===== config.mk =====
export PLATFORM = sky130hd
export DESIGN_NAME = residue_reader_luma4x4
export DESIGN_NICKNAME = d
export VERILOG_FILES = /design/src/rtl/residue_reader_luma4x4.sv
export SDC_FILE = /design/constraint.sdc
export NUM_CORES = 1
export LEC_CHECK = 0
export BUFFER_PORTS_ARGS = -buffer_cell sky130_fd_sc_hd__buf_2
export CAP_MARGIN = 40
export CORE_MARGIN = 2
export CORE_UTILIZATION = 50
export DETAILED_ROUTE_END_ITERATION = 8
export PLACE_DENSITY = 0.79
export SLEW_MARGIN = 20
export SYNTH_ARGS = -nofsm -noshare
export SYNTH_HDL_FRONTEND = slang
export SYNTH_SLANG_ARGS = --single-unit

===== constraint.sdc =====
create_clock -name clk -period 6.9 [get_ports clk]
set_clock_uncertainty 0.05 [all_clocks]
set_input_delay 1.035 -clock clk [delete_from_list [all_inputs] [get_ports clk]]
set_output_delay 1.035 -clock clk [all_outputs]
set_load 0.02 [all_outputs]

===== src/rtl/residue_reader_luma4x4.sv =====
// residue_reader_luma4x4
//   Reads back one 4x4 luma block: its 3-bit intra prediction mode and its
//   16 residue bytes. The samples are streamed downstream over valid/ready.
//   Both memories are synchronous-read RAMs with a 1-cycle read latency.
//   A 2-entry output buffer absorbs downstream stalls, so that no read
//   result is ever lost.
//
// Optional feature (compile-time macro RESIDUE_ZIGZAG_EN):
//   defined   -> samples are issued in 4x4 zig-zag order.
//                out_idx still reports the raster index of each sample.
//   undefined -> samples are issued in raster order 0..15.
//
// Ports:
//   clk, reset           clock; synchronous active-high reset
//   start, blknumber     request. It is sampled only in IDLE.
//                        blknumber is the raster index over the 4x4 block grid.
//   busy, done, err      status. done is a 1-cycle pulse.
//                        err (valid with done) flags an out-of-range block.
//   mode_rd_en/addr/rdata     mode memory port (1-cycle read latency)
//   res_rd_en/addr/rdata      residue memory port (1-cycle read latency)
//   out_valid/ready/data/idx/mode/last   output sample stream
module residue_reader_luma4x4 #(
  parameter int LENGTH = 256,
  parameter int WIDTH  = 256,
  parameter int ADDR_W = 16,
  parameter int BLK_W  = 13
) (
  input  logic              clk,
  input  logic              reset,
  input  logic              start,
  input  logic [BLK_W-1:0]  blknumber,
  output logic              busy,
  output logic              done,
  output logic              err,
  output logic              mode_rd_en,
  output logic [BLK_W-1:0]  mode_addr,
  input  logic [2:0]        mode_rdata,
  output logic              res_rd_en,
  output logic [ADDR_W-1:0] res_addr,
  input  logic [7:0]        res_rdata,
  output logic              out_valid,
  input  logic              out_ready,
  output logic [7:0]        out_data,
  output logic [3:0]        out_idx,
  output logic [2:0]        out_mode,
  output logic              out_last
);

  localparam int AW2    = ADDR_W + 2;
  localparam int BPR    = WIDTH / 4;
  localparam int BPR_SH = $clog2(BPR);
  localparam int W_SH   = $clog2(WIDTH);
  localparam logic [31:0] NBLK = 32'(BPR * (LENGTH / 4));

  typedef enum logic [2:0] {
    S_IDLE, S_ERR, S_MODE, S_MLAT, S_STREAM, S_DONE
  } state_t;

  typedef struct packed {
    logic [7:0] data;
    logic [3:0] idx;
    logic       last;
  } ent_t;

  state_t           state_q, state_d;
  logic [BLK_W-1:0] blk_q, blk_d;
  logic [AW2-1:0]   base_q, base_d;
  logic [2:0]       mode_q, mode_d;
  logic [4:0]       iss_q, iss_d;      // reads issued
  logic [4:0]       hs_q, hs_d;        // handshakes completed
  logic             infl_q, infl_d;    // one read outstanding
  logic [3:0]       infl_idx_q, infl_idx_d;
  logic             infl_last_q, infl_last_d;
  ent_t [1:0]       fifo_q, fifo_d;
  logic             wr_q, wr_d, rd_q, rd_d;
  logic [1:0]       occ_q, occ_d;

  logic [AW2-1:0] brow_w, bcol_w, base_w, samp_off, samp_addr;
  logic [3:0]     samp_idx;
  ent_t           head, arrive;
  logic           head_vld, hs, push, pop, rd_ok;

  // Maps the issue position to the raster index of the sample.
  function automatic logic [3:0] issue_pos(input logic [3:0] k);
`ifdef RESIDUE_ZIGZAG_EN
    case (k)
      4'd0:  return 4'd0;
      4'd1:  return 4'd1;
      4'd2:  return 4'd4;
      4'd3:  return 4'd8;
      4'd4:  return 4'd5;
      4'd5:  return 4'd2;
      4'd6:  return 4'd3;
      4'd7:  return 4'd6;
      4'd8:  return 4'd9;
      4'd9:  return 4'd12;
      4'd10: return 4'd13;
      4'd11: return 4'd10;
      4'd12: return 4'd7;
      4'd13: return 4'd11;
      4'd14: return 4'd14;
      default: return 4'd15;
    endcase
`else
    return k;
`endif
  endfunction

  always_comb begin
    // Block geometry. WIDTH is a power of two, so shifts and masks suffice.
    brow_w    = AW2'(blknumber) >> BPR_SH;
    bcol_w    = AW2'(blknumber) & AW2'(BPR - 1);
    base_w    = (brow_w << (W_SH + 2)) + (bcol_w << 2);
    samp_idx  = issue_pos(iss_q[3:0]);
    samp_off  = (AW2'(samp_idx[3:2]) << W_SH) + AW2'(samp_idx[1:0]);
    samp_addr = base_q + samp_off;

    // RAM data that arrives while the buffer is empty is presented directly.
    // That bypass lets the stream run at one sample per cycle with one read
    // outstanding. On a stall, the data is captured into the buffer in the
    // same cycle, so out_data stays stable afterwards.
    arrive   = '{data: res_rdata, idx: infl_idx_q, last: infl_last_q};
    head_vld = (occ_q != 2'd0) || infl_q;
    head     = (occ_q != 2'd0) ? fifo_q[rd_q] : arrive;
    hs       = head_vld && out_ready;
    pop      = hs && (occ_q != 2'd0);
    push     = infl_q && !(hs && (occ_q == 2'd0));
    rd_ok    = (iss_q < 5'd16) && (({1'b0, occ_q} + {2'b0, infl_q}) < 3'd2);

    state_d     = state_q;
    blk_d       = blk_q;
    base_d      = base_q;
    mode_d      = mode_q;
    iss_d       = iss_q;
    hs_d        = hs_q;
    fifo_d      = fifo_q;
    wr_d        = wr_q;
    rd_d        = rd_q;
    occ_d       = occ_q + 2'(push) - 2'(pop);
    done        = 1'b0;
    err         = 1'b0;
    mode_rd_en  = 1'b0;
    res_rd_en   = 1'b0;
    res_addr    = '0;

    if (push) begin
      fifo_d[wr_q] = arrive;
      wr_d         = ~wr_q;
    end
    if (pop) rd_d = ~rd_q;

    case (state_q)
      S_IDLE: begin
        if (start) begin
          blk_d   = blknumber;
          base_d  = base_w;
          iss_d   = '0;
          hs_d    = '0;
          state_d = (32'(blknumber) >= NBLK) ? S_ERR : S_MODE;
        end
      end
      S_ERR: begin
        done    = 1'b1;
        err     = 1'b1;
        state_d = S_IDLE;
      end
      S_MODE: begin
        mode_rd_en = 1'b1;
        state_d    = S_MLAT;
      end
      S_MLAT: begin
        mode_d  = mode_rdata;
        state_d = S_STREAM;
      end
      S_STREAM: begin
        if (rd_ok) begin
          res_rd_en = 1'b1;
          res_addr  = samp_addr[ADDR_W-1:0];
          iss_d     = iss_q + 5'd1;
        end
        if (hs) begin
          hs_d = hs_q + 5'd1;
          if (hs_q == 5'd15) state_d = S_DONE;
        end
      end
      S_DONE: begin
        done    = 1'b1;
        state_d = S_IDLE;
      end
      default: state_d = S_IDLE;
    endcase

    infl_d      = res_rd_en;
    infl_idx_d  = res_rd_en ? samp_idx : infl_idx_q;
    infl_last_d = res_rd_en ? (iss_q == 5'd15) : infl_last_q;
  end

  always_ff @(posedge clk) begin
    if (reset) begin
      state_q     <= S_IDLE;
      blk_q       <= '0;
      base_q      <= '0;
      mode_q      <= '0;
      iss_q       <= '0;
      hs_q        <= '0;
      infl_q      <= 1'b0;
      infl_idx_q  <= '0;
      infl_last_q <= 1'b0;
      fifo_q      <= '0;
      wr_q        <= 1'b0;
      rd_q        <= 1'b0;
      occ_q       <= '0;
    end else begin
      state_q     <= state_d;
      blk_q       <= blk_d;
      base_q      <= base_d;
      mode_q      <= mode_d;
      iss_q       <= iss_d;
      hs_q        <= hs_d;
      infl_q      <= infl_d;
      infl_idx_q  <= infl_idx_d;
      infl_last_q <= infl_last_d;
      fifo_q      <= fifo_d;
      wr_q        <= wr_d;
      rd_q        <= rd_d;
      occ_q       <= occ_d;
    end
  end

  assign busy      = (state_q != S_IDLE);
  assign mode_addr = blk_q;
  assign out_mode  = mode_q;
  assign out_valid = head_vld;
  assign out_data  = head_vld ? head.data : 8'd0;
  assign out_idx   = head_vld ? head.idx  : 4'd0;
  assign out_last  = head_vld && head.last;

endmodule


==> flow_summary.ini, run 1 <==
[logic_synthesis]
netlist_instances = 370
synthArstFlopShare_pct = 0
syn_area_um2 = 3172
synthFlopType = dfxtp_1
ys_top_cells_by_area = dfxtp_1 41%, mux2i_1 9.8%, nand2_1 4.7%
synth_fa_ha_area_share_pct = 2.367
synth_top_family_by_area = simple AND/OR/NAND/NOR gates
synthSimpleGateAreaFrac_pct = 24.38
yosysSeqAreaShare_pct = 41.03
ys_warn_count = 0
yosys.cell_types.count = 42
synth_area_per_cell_um2 = 8.572
synth_nets = 404
synth-seq-cells = 65
synth_top_area_share_pct = 41.03
synth_edf_count = 0
yosysMostFrequentCell = dfxtp_1
muxShareOfSynthArea_pct = 9.783
yosys-top-cells-count = 65 x dfxtp_1, 40 x nand2_1, 31 x mux2i_1, 25 x a21oi_1, 23 x nand3_1
synth_compound_area_share_pct = 15.86
synthXorXnorAreaFrac_pct = 0.5523
yosysTopAreaCell = dfxtp_1

[placement]
place_congestion = 0.8013
dp_hpwl_um = 5061
dp_slack_ns = 3.987
placed_cell_area_um2 = 3585
port_buffers = 78

[floorplanning]
fp.dieW_um = 83.65
pin_count = 79
core_area_um2 = 6241
fp.dieH_um = 83.65
die_area_um2 = 6996
row_count = 29
initial_core_util_pct = 50.82

[critical_path]
cp.arrival_ns = 2.22
cp.required_ns = 5.81
worstReg2RegStart = infl_q$_SDFF_PP0_
crit_family = simple AND/OR/NAND/NOR gates
crit_chain = nor3b_2 > buf_6 > nand3_1 > inv_1 > buf_2
reg2reg_setup_slack_ns = 4.34
startpoint = state_q[2]$_SDFFE_PP0P_
cpMaxStageDelayCell = nor3b_2
critPathKind = flip-flop to primary output
crit_path_start_kind = flip-flop
critical_path_buf_inv_count = 3
end_kind = primary output
crit_fanout = 15
worst_path_largest_cell_delay_ns = 0.64
crit_end = res_addr[1]
path_depth = 5
worstRegToRegCells = 3
reg2reg_to = fifo_q[12]$_SDFFE_PP0P_

[sta]
hold_violations = 0
slew_violations = 0
fmax_mhz = 302.2
tightest_slew_ns = 0.8277
relSlewSlack_pct = 44.75
final.min_clock_period_ns = 3.309
setup_viol = 0
worst_slack_ns = 3.591
finalCritPeriodShare_pct = 47.96
rsz0062_at_grt = false
setup-tns-final_ns = 0

[clocking]
cts_setup_buffers = 0
cts_buffer_depth = 2
clkSlewWorstSetupHoldPaths_ns = 0.07
cts_sinks = 65
post_cts_resized = 0
cts_buffers = 9
cts_hold_buf = 0
cts-root-buf = clkbuf_8
htreeDepth = 3
cts_tree = built
clk_latency_ns = 0.34

[grt]
use_met1_pct = 29.07
grt_pass1_vias = 2763
grt_pass1_wl_um = 12920
grt_max_degree = 53
grt_usage_pct = 22.41
grt_overflow_total = 0
top_usage_layer = met2
antenna_found_initial = 0
met2_usage_pct = 36.51
grt_use_met3_pct = 3.660

[outcome]
status = completed

[layout]
final_nets = 466
drive_gt1_share_pct = 28.05
design_area_um2 = 3769
n_antenna_cell = 0
post-route-util_pct = 60.38
fill_cells = 549
area_growth_pct = 18.82

[route]
drt_pass1_iterations = 4
drt_drc_violations_left = 0
antenna_left = 0
viasPerCell = 5.727
wl_um = 7623
wl_per_cell_um = 14.89
via_count = 2932
drt-initial-drc-count = 141

[pwr]
power_mw = 0.8634
p_per_area_nw_per_um2 = 229.1
vdd_drop_max_mv = 0.1281
power.leakage_nw = 1.696

[min_path]
hold_class = flip-flop to flip-flop

[job]
cap_violations = 0
[worst min path at each step]
stage	start	end	slack, ns	cells past startpoint
floorplan	fifo_q[14]$_SDFFE_PP0P_	fifo_q[14]$_SDFFE_PP0P_	0.38	2
global route	mode_addr[12]$_SDFFE_PP0P_	mode_addr[12]$_SDFFE_PP0P_	0.44	2
CTS	mode_addr[12]$_SDFFE_PP0P_	mode_addr[12]$_SDFFE_PP0P_	0.41	2
finish	mode_addr[12]$_SDFFE_PP0P_	mode_addr[12]$_SDFFE_PP0P_	0.41	2
global placement	fifo_q[18]$_SDFFE_PP0P_	fifo_q[18]$_SDFFE_PP0P_	0.39	2
detailed placement	mode_addr[12]$_SDFFE_PP0P_	mode_addr[12]$_SDFFE_PP0P_	0.40	2
[logic make-up (layout without fill, tap and decap cells)]
logic type,Yosys count,count (layout)
adder cells (fa/ha/maj),6,6
AND/OR/NAND/NOR,142,142
XOR/XNOR,2,2
multiplexers,31,31
buffers and inverters,47,112
AO/OA/AOI/OAI,77,77
flip-flops,65,65
[worst register-to-register path, stage by stage (launching register included)]
cell and delay [ns]:
dfxtp_1 0.86, inv_1 0.49, or3_1 0.71, a31o_2 0.34
[metal layers]
layer  wire (um)  share of wire (%)
met4         149                2.0
met2        3561                 47
met5           0                  0
met3         374                4.9
met1        3537                 46
[state kept, by name (all words and copies together), names as in the netlist, 2 cells and up]
name,cells
occ_q,2
out_mode,3
fifo_q,26
iss_q,5
infl_idx_q,4
state_q,3
hs_q,5
mode_addr,13
[placed cells by master (no fill, tap or decap), drive strengths merged, types with 2 or more instances in the layout]
master,synthesis,layout
a211oi,3,3
a21oi,25,25
a31o,13,13
and3,14,14
buf,13,86
clkbuf,22,11
clkinv,0,2
dfxtp,65,65
ha,6,6
inv,12,12
mux2i,31,31
nand2,40,40
nand2b,14,14
nand3,23,23
nand3b,4,4
nor2,8,8
nor2b,3,3
nor3,5,5
nor3b,4,4
nor4,14,14
o211ai,5,5
o21ai,21,21
o31a,2,2
o31ai,2,2
or3,5,5
or3b,2,2
or4,2,2
xor2,2,2
[cell type report]
type	count	area, um2	share of cell area [%]
Timing Repair Buffer	86	473.0	12.55
Multi-Input combinational cell	258	1684	44.69
Tap cell	77	96.34	2.556
Clock buffer	11	151.4	4.017
Sequential cell	65	1301	34.53
Inverter	12	45.04	1.195
Clock inverter	3	17.52	0.4648
[report_power, final]
part           internal, mW  leakage [nW]  switching [mW]
Combinational        0.0602          1.08           0.112
Clock                 0.145        0.0871           0.141
Sequential            0.387         0.526          0.0187
[through the flow]
step	std cells	hold slack (ns)
floorplan	370	0.3844
global route	512	0.4438
finish	512	0.4067
CTS	511	0.4113
global placement	493	0.3918
detailed placement	497	0.4003
(Power assumes the default switching activity.)
==> inputs of run 2 (changes only) <==
- ABC_AREA: default -> 1
- CORE_UTILIZATION: 50 -> 47
- PLACE_DENSITY: 0.79 -> 0.78
- clock period: 6.9 -> 2.9 ns (I/O delays scaled with it)
==> run 2 against run 1 <==
  * Clock-buffer cell count grew 1
  * Register-to-register slack lost 3.7 ns
  * Utilization is 3.1 points lower
  * Largest power group unchanged
  * Hold slack got worse by 0.097 ns
  * Area after synthesis down 4.3%
  * Flip-flop and latch count is the same
  * Critical path depth up 1
  * Clock power increased by 120%
  * Highest routed layer unchanged
  * Sequential share of layout area grew 1.5 points
==> flow_summary.ini, run 2 <==
[outcome]
status = completed

[logic_synthesis]
netlist_instances = 423
synth_nets = 457
yosys.cell_types.count = 30
yosys-top-cells-count = 66 x nand2_1, 65 x dfxtp_1, 60 x o21ai_0, 58 x inv_1, 54 x a21oi_1
synthXorXnorAreaFrac_pct = 0.5768
muxShareOfSynthArea_pct = 0
synth_fa_ha_area_share_pct = 2.472
yosysSeqAreaShare_pct = 42.85
yosysMostFrequentCell = nand2_1
yosysTopAreaCell = dfxtp_1
synthSimpleGateAreaFrac_pct = 22.08
syn_area_um2 = 3037
synth_top_area_share_pct = 42.85
synth_compound_area_share_pct = 21.22
ys_top_cells_by_area = dfxtp_1 43%, o21ai_0 9.9%, a21oi_1 8.9%
synth-seq-cells = 65
synthArstFlopShare_pct = 0
synth_area_per_cell_um2 = 7.179
synth_top_family_by_area = simple AND/OR/NAND/NOR gates
synth_edf_count = 0
ys_warn_count = 0
synthFlopType = dfxtp_1

[route]
wl_per_cell_um = 12.03
drt-initial-drc-count = 253
via_count = 2908
antenna_left = 0
drt_drc_violations_left = 0
viasPerCell = 5.057
wl_um = 6920
drt_pass1_iterations = 4

[grt]
met2_usage_pct = 33.77
grt_pass1_wl_um = 11590
top_usage_layer = met2
use_met1_pct = 25.14
grt_use_met3_pct = 3.441
antenna_found_initial = 0
grt_overflow_total = 0
grt_pass1_vias = 2551
grt_max_degree = 29
grt_usage_pct = 19.88

[pwr]
clkPwrFrac_pct = 29.3
power_switching_share_pct = 33.23
sequentialPowerShare_pct = 45.8
p_int_mw = 1.420
p_per_area_nw_per_um2 = 588.2
combPwrFrac_pct = 24.9
power.leakage_nw = 1.663
power.net_switching_mw = 0.7067
vdd_drop_max_mv = 0.2904

[sta]
hold_violations = 0
tightest_slew_ns = 0.5919
rsz0062_at_grt = false
setup_viol = 0
final.min_clock_period_ns = 2.361
worst_slack_ns = 0.5392
slew_violations = 0
fmax_mhz = 423.6
setup-tns-final_ns = 0
relSlewSlack_pct = 60.45
finalCritPeriodShare_pct = 81.41

[layout]
largest_register_ffs = 26
final_cell_mix = 78 x buf_2, 66 x nand2_1, 65 x dfxtp_1
final_nets = 530
final_cells = 575
regArea_um2 = 1301
fill_cells = 620
n_antenna_cell = 0
drive_gt1_share_pct = 21.89
top_register = fifo_q
multi_input_area_um2 = 1408
layout_commonest_cell = buf_2
area_growth_pct = 19.08
design_area_um2 = 3616

[clocking]
cts_buffer_depth = 2
cts_sinks = 65
clk_latency_ns = 0.33
cts_hold_buf = 0
cts_setup_buffers = 0
cts-root-buf = clkbuf_8
cts_buffers = 9
post_cts_resized = 0
cts_tree = built
htreeDepth = 3
clkSlewWorstSetupHoldPaths_ns = 0.06

[placement]
dp_slack_ns = 0.6743
placed_cell_area_um2 = 3451
dp_cells = 561
port_buffers = 78
place_congestion = 0.8190
dp_hpwl_um = 4882

[min_path]
hold_class = input pin to flip-flop

[floorplanning]
row_count = 29
initial_core_util_pct = 48.10
fp.dieW_um = 84.38
fp.dieH_um = 84.38
pin_count = 79
die_area_um2 = 7120
core_area_um2 = 6314

[critical_path]
critPathKind = flip-flop to primary output
cp.required_ns = 2.41
crit_fanout = 23
cp.arrival_ns = 1.88
crit_path_start_kind = flip-flop
end_kind = primary output

[job]
cap_violations = 0
run 2: cell count changes in the layout (fill, tap and decap cells not counted), sizes merged, moves of 6 or more:
cell | previous run | this run
inv | 12 | 61
nor2 | 8 | 48
nor4 | 14 | 0
a31o | 13 | 0
o21a | 0 | 6
nand2 | 40 | 73
and3 | 14 | 0
a21oi | 25 | 55
nand2b | 14 | 0
mux2i | 31 | 0
o21ai | 21 | 64
run 2: kinds of logic (layout without fill, tap and decap cells):
| family | Yosys count | after routing |
|---|---|---|
| XOR/XNOR | 2 | 2 |
| flip-flops | 65 | 65 |
| buffers and inverters | 81 | 156 |
| AND/OR/NAND/NOR | 144 | 144 |
| adder cells (fa/ha/maj) | 6 | 6 |
| AO/OA/AOI/OAI | 125 | 125 |
run 2: worst max-delay path: stages, from the launching register on:
cell and delay (ns):
dfxtp_1 0.35, nor2_4 0.42, inv_1 0.26, o21a_1 0.22, o21ai_0 0.08, inv_1 0.07
buf_2 0.16
run 2: final cells by class:
cell class                      count  share of cell area [%]
Tap cell                           77                   2.664
Clock inverter                      1                  0.1384
Sequential cell                    65                   35.99
Timing Repair Buffer               81                   11.83
Clock buffer                       12                   4.014
Inverter                           62                   6.436
Multi-Input combinational cell    277                   38.93
run 2: worst paths after layout:
path	from	to	slack, ns	cells after the start
max	occ_q[1]$_SDFF_PP0_	out_last	0.54	6
min	mode_rdata[0]	out_mode[0]$_SDFFE_PP0N_	0.31	3
max reg2reg	infl_q$_SDFF_PP0_	fifo_q[14]$_SDFFE_PP0P_	0.64	6
min reg2reg	fifo_q[4]$_SDFFE_PP0P_	fifo_q[4]$_SDFFE_PP0P_	0.40	2
run 2: routing by layer:
metal / vias to the layer above / routed length (um)
met1: 1321 / 3024
met2: 75 / 3429
li1: 1502 / -
met3: 10 / 355
met4: 0 / 111
met5: - / 0
run 2: power by group through the flow:
stage                     Combinational [mW]  Sequential [mW]  Clock [mW]
final                                  0.529            0.974       0.624
after global routing                   0.584            0.978       0.681
after CTS                              0.498            0.993       0.645
after detailed placement               0.496             1.01           0
after global placement                 0.482             1.01           0
after floorplan                        0.351             1.02           0
run 2: per-stage QoR:
| step | utilization, % | hold WS [ns] | total power, mW |
|---|---|---|---|
| 6_report | 57.27 | 0.3101 | 2.127 |
| 5_1_grt | 57.27 | 0.3202 | 2.243 |
| 4_1_cts | 57.04 | 0.2916 | 2.136 |
| 3_5_place_dp | 54.66 | 0.3905 | 1.509 |
| 3_3_place_gp | 54.42 | 0.3886 | 1.492 |
| 2_1_floorplan | - | 0.3743 | 1.366 |
==> inputs of run 3 (changes only) <==
- ABC_AREA: 1 -> 0
- CORE_UTILIZATION: 47 -> 48
- PLACE_DENSITY: 0.78 -> 0.79
- clock period: 2.9 -> 1.9 ns (I/O delays scaled with it)
==> run 3 against run 2 <==
  * Critical path depth did not move
  * Utilization rose by 8.6 points
  * Worst setup slack got worse by 0.50 ns
  * Final cell count fell by 6.6%
  * Die area grew 2.2%
  * Flip-flop and latch count unchanged
  * Sequential share of layout area decreased by 4.7 points
  * Power rose by 69%
  * Hold slack worse by 0.18 ns
==> flow_summary.ini, run 3 (synthesis gave the netlist of run 1 again) <==
[outcome]
status = completed

[route]
antenna_left = 0
viasPerCell = 5.650
drt_pass1_iterations = 4
drt_drc_violations_left = 0
via_count = 3034
wl_per_cell_um = 14.97
drt-initial-drc-count = 218
wl_um = 8038

[sta]
fmax_mhz = 536.6
finalCritPeriodShare_pct = 98.07
slew_violations = 0
setup_viol = 0
setup-tns-final_ns = 0
final.min_clock_period_ns = 1.863
relSlewSlack_pct = 63.91
hold_violations = 0
tightest_slew_ns = 0.5414
rsz0062_at_grt = true

[clocking]
clk_latency_ns = 0.34
cts_tree = built
cts_buffer_depth = 2
htreeDepth = 3
cts-root-buf = clkbuf_8
cts_sinks = 65
clkSlewWorstSetupHoldPaths_ns = 0.07
cts_buffers = 9

[critical_path]
cp.required_ns = 1.56
cp.arrival_ns = 1.53
crit_fanout = 8
end_kind = primary output
crit_path_start_kind = flip-flop
critPathKind = flip-flop to primary output
worstRegToRegCells = 5

[grt]
grt_max_degree = 39
grt_usage_pct = 21.93
grt_pass1_vias = 2742
antenna_found_initial = 0
grt_pass1_wl_um = 12840
grt_overflow_total = 0

[min_path]
min_path_cells = 3
hold_class = input pin to flip-flop

[pwr]
vdd_drop_max_mv = 0.4904
power_mw = 3.590
p_int_mw = 2.538
power_switching_share_pct = 29.31
power.net_switching_mw = 1.052
power.leakage_nw = 1.851
combPwrFrac_pct = 21.6
clkPwrFrac_pct = 37.2
sequentialPowerShare_pct = 41.1
p_per_area_nw_per_um2 = 854.0

[floorplanning]
core_area_um2 = 6386
fp.dieH_um = 85.29
initial_core_util_pct = 49.67
pin_count = 79
row_count = 29
die_area_um2 = 7274
fp.dieW_um = 85.29

[layout]
largest_register_ffs = 26
final_nets = 490
final_cells = 537
top_register = fifo_q
final_cell_mix = 62 x buf_2, 57 x dfxtp_1, 40 x nand2_1
n_antenna_cell = 0
drive_gt1_share_pct = 36.74
post-route-util_pct = 65.83
layout_commonest_cell = buf_2
area_growth_pct = 32.54

[job]
cap_violations = 0

[placement]
port_buffers = 78
place_congestion = 0.8101
dp_hpwl_um = 5341
dp_cells = 516
[run 3: cell types whose count changed in the layout (fill, tap and decap cells not counted), moves of 13 or more]
cell      delta
inv_1       -49
nor2_1      -38
nand2_1     -26
o21ai_0     -40
and3_1      +14
a21oi_1     -29
mux2i_1     +31
buf_2       -16
a31o_2      +13
nand2b_1    +13
nor4_1      +14
buf_4       +35
[run 3: path summary, 6_finish.rpt]
| check | from | to | slack (ns) |
|---|---|---|---|
| hold / removal | mode_rdata[2] | out_mode[2]$_SDFFE_PP0N_ | 0.13 |
| hold reg to reg | mode_addr[12]$_SDFFE_PP0P_ | mode_addr[12]$_SDFFE_PP0P_ | 0.41 |
| setup / recovery | state_q[0]$_SDFFE_PP0P_ | res_addr[1] | 0.04 |
| setup reg to reg | hs_q[0]$_SDFFE_PP0P_ | state_q[0]$_SDFFE_PP0P_ | 0.06 |
[run 3: routing by layer]
metal / global-route usage (%) / vias up / share of wire (%)
met5: 0 / - / 0
met4: 9.812 / 0 / 1.2
met3: 4.767 / 9 / 6.4
met2: 35.80 / 107 / 50
met1: 27.77 / 1422 / 43
li1: - / 1496 / -
[run 3: power by group through the flow]
stage / registers, mW / clock network [mW] / logic [mW]
2_1_floorplan: 1.49 / 0 / 0.477
3_3_place_gp: 1.49 / 0 / 0.714
3_5_place_dp: 1.49 / 0 / 0.726
4_1_cts: 1.47 / 1.35 / 0.736
5_1_grt: 1.48 / 1.41 / 0.848
6_report: 1.48 / 1.34 / 0.777
[run 3: layout make-up]
class | instances | area (um2)
clock inverter | 4 | 76.32
sequential | 65 | 1314
timing repair buffer | 110 | 742.0
multi-input combinational | 258 | 1779
inverter | 12 | 45.04
clock buffer | 11 | 151.4
tap | 77 | 96.34
fill | 513 | 2182
[run 3: stage by stage]
step                      hold slack [ns]  setup slack, ns  instance area (um2)
after floorplan                    0.3710         -0.07307                 3228
after global placement             0.3912           0.1503                 3790
after detailed placement           0.4010          0.03502                 3790
after CTS                          0.1146       -0.0001932                 4071
after global routing               0.1262         -0.04225                 4204
final                              0.1273          0.03658                 4204
[run 3: repair_timing]
item                                    4_1_cts  5_1_grt
hold buffers                                  0        0
buffers inserted                              1        5
endpoints found under the setup margin       20       21
pin swaps                                     1        3
resized for setup                            17       31
[run 3: critical path: stages (launching register included)]
cell and delay, ns:
dfxtp_2 0.35, buf_6 0.14, nor3b_4 0.22, buf_6 0.18, nand3_2 0.10, inv_1 0.07
buf_4 0.13
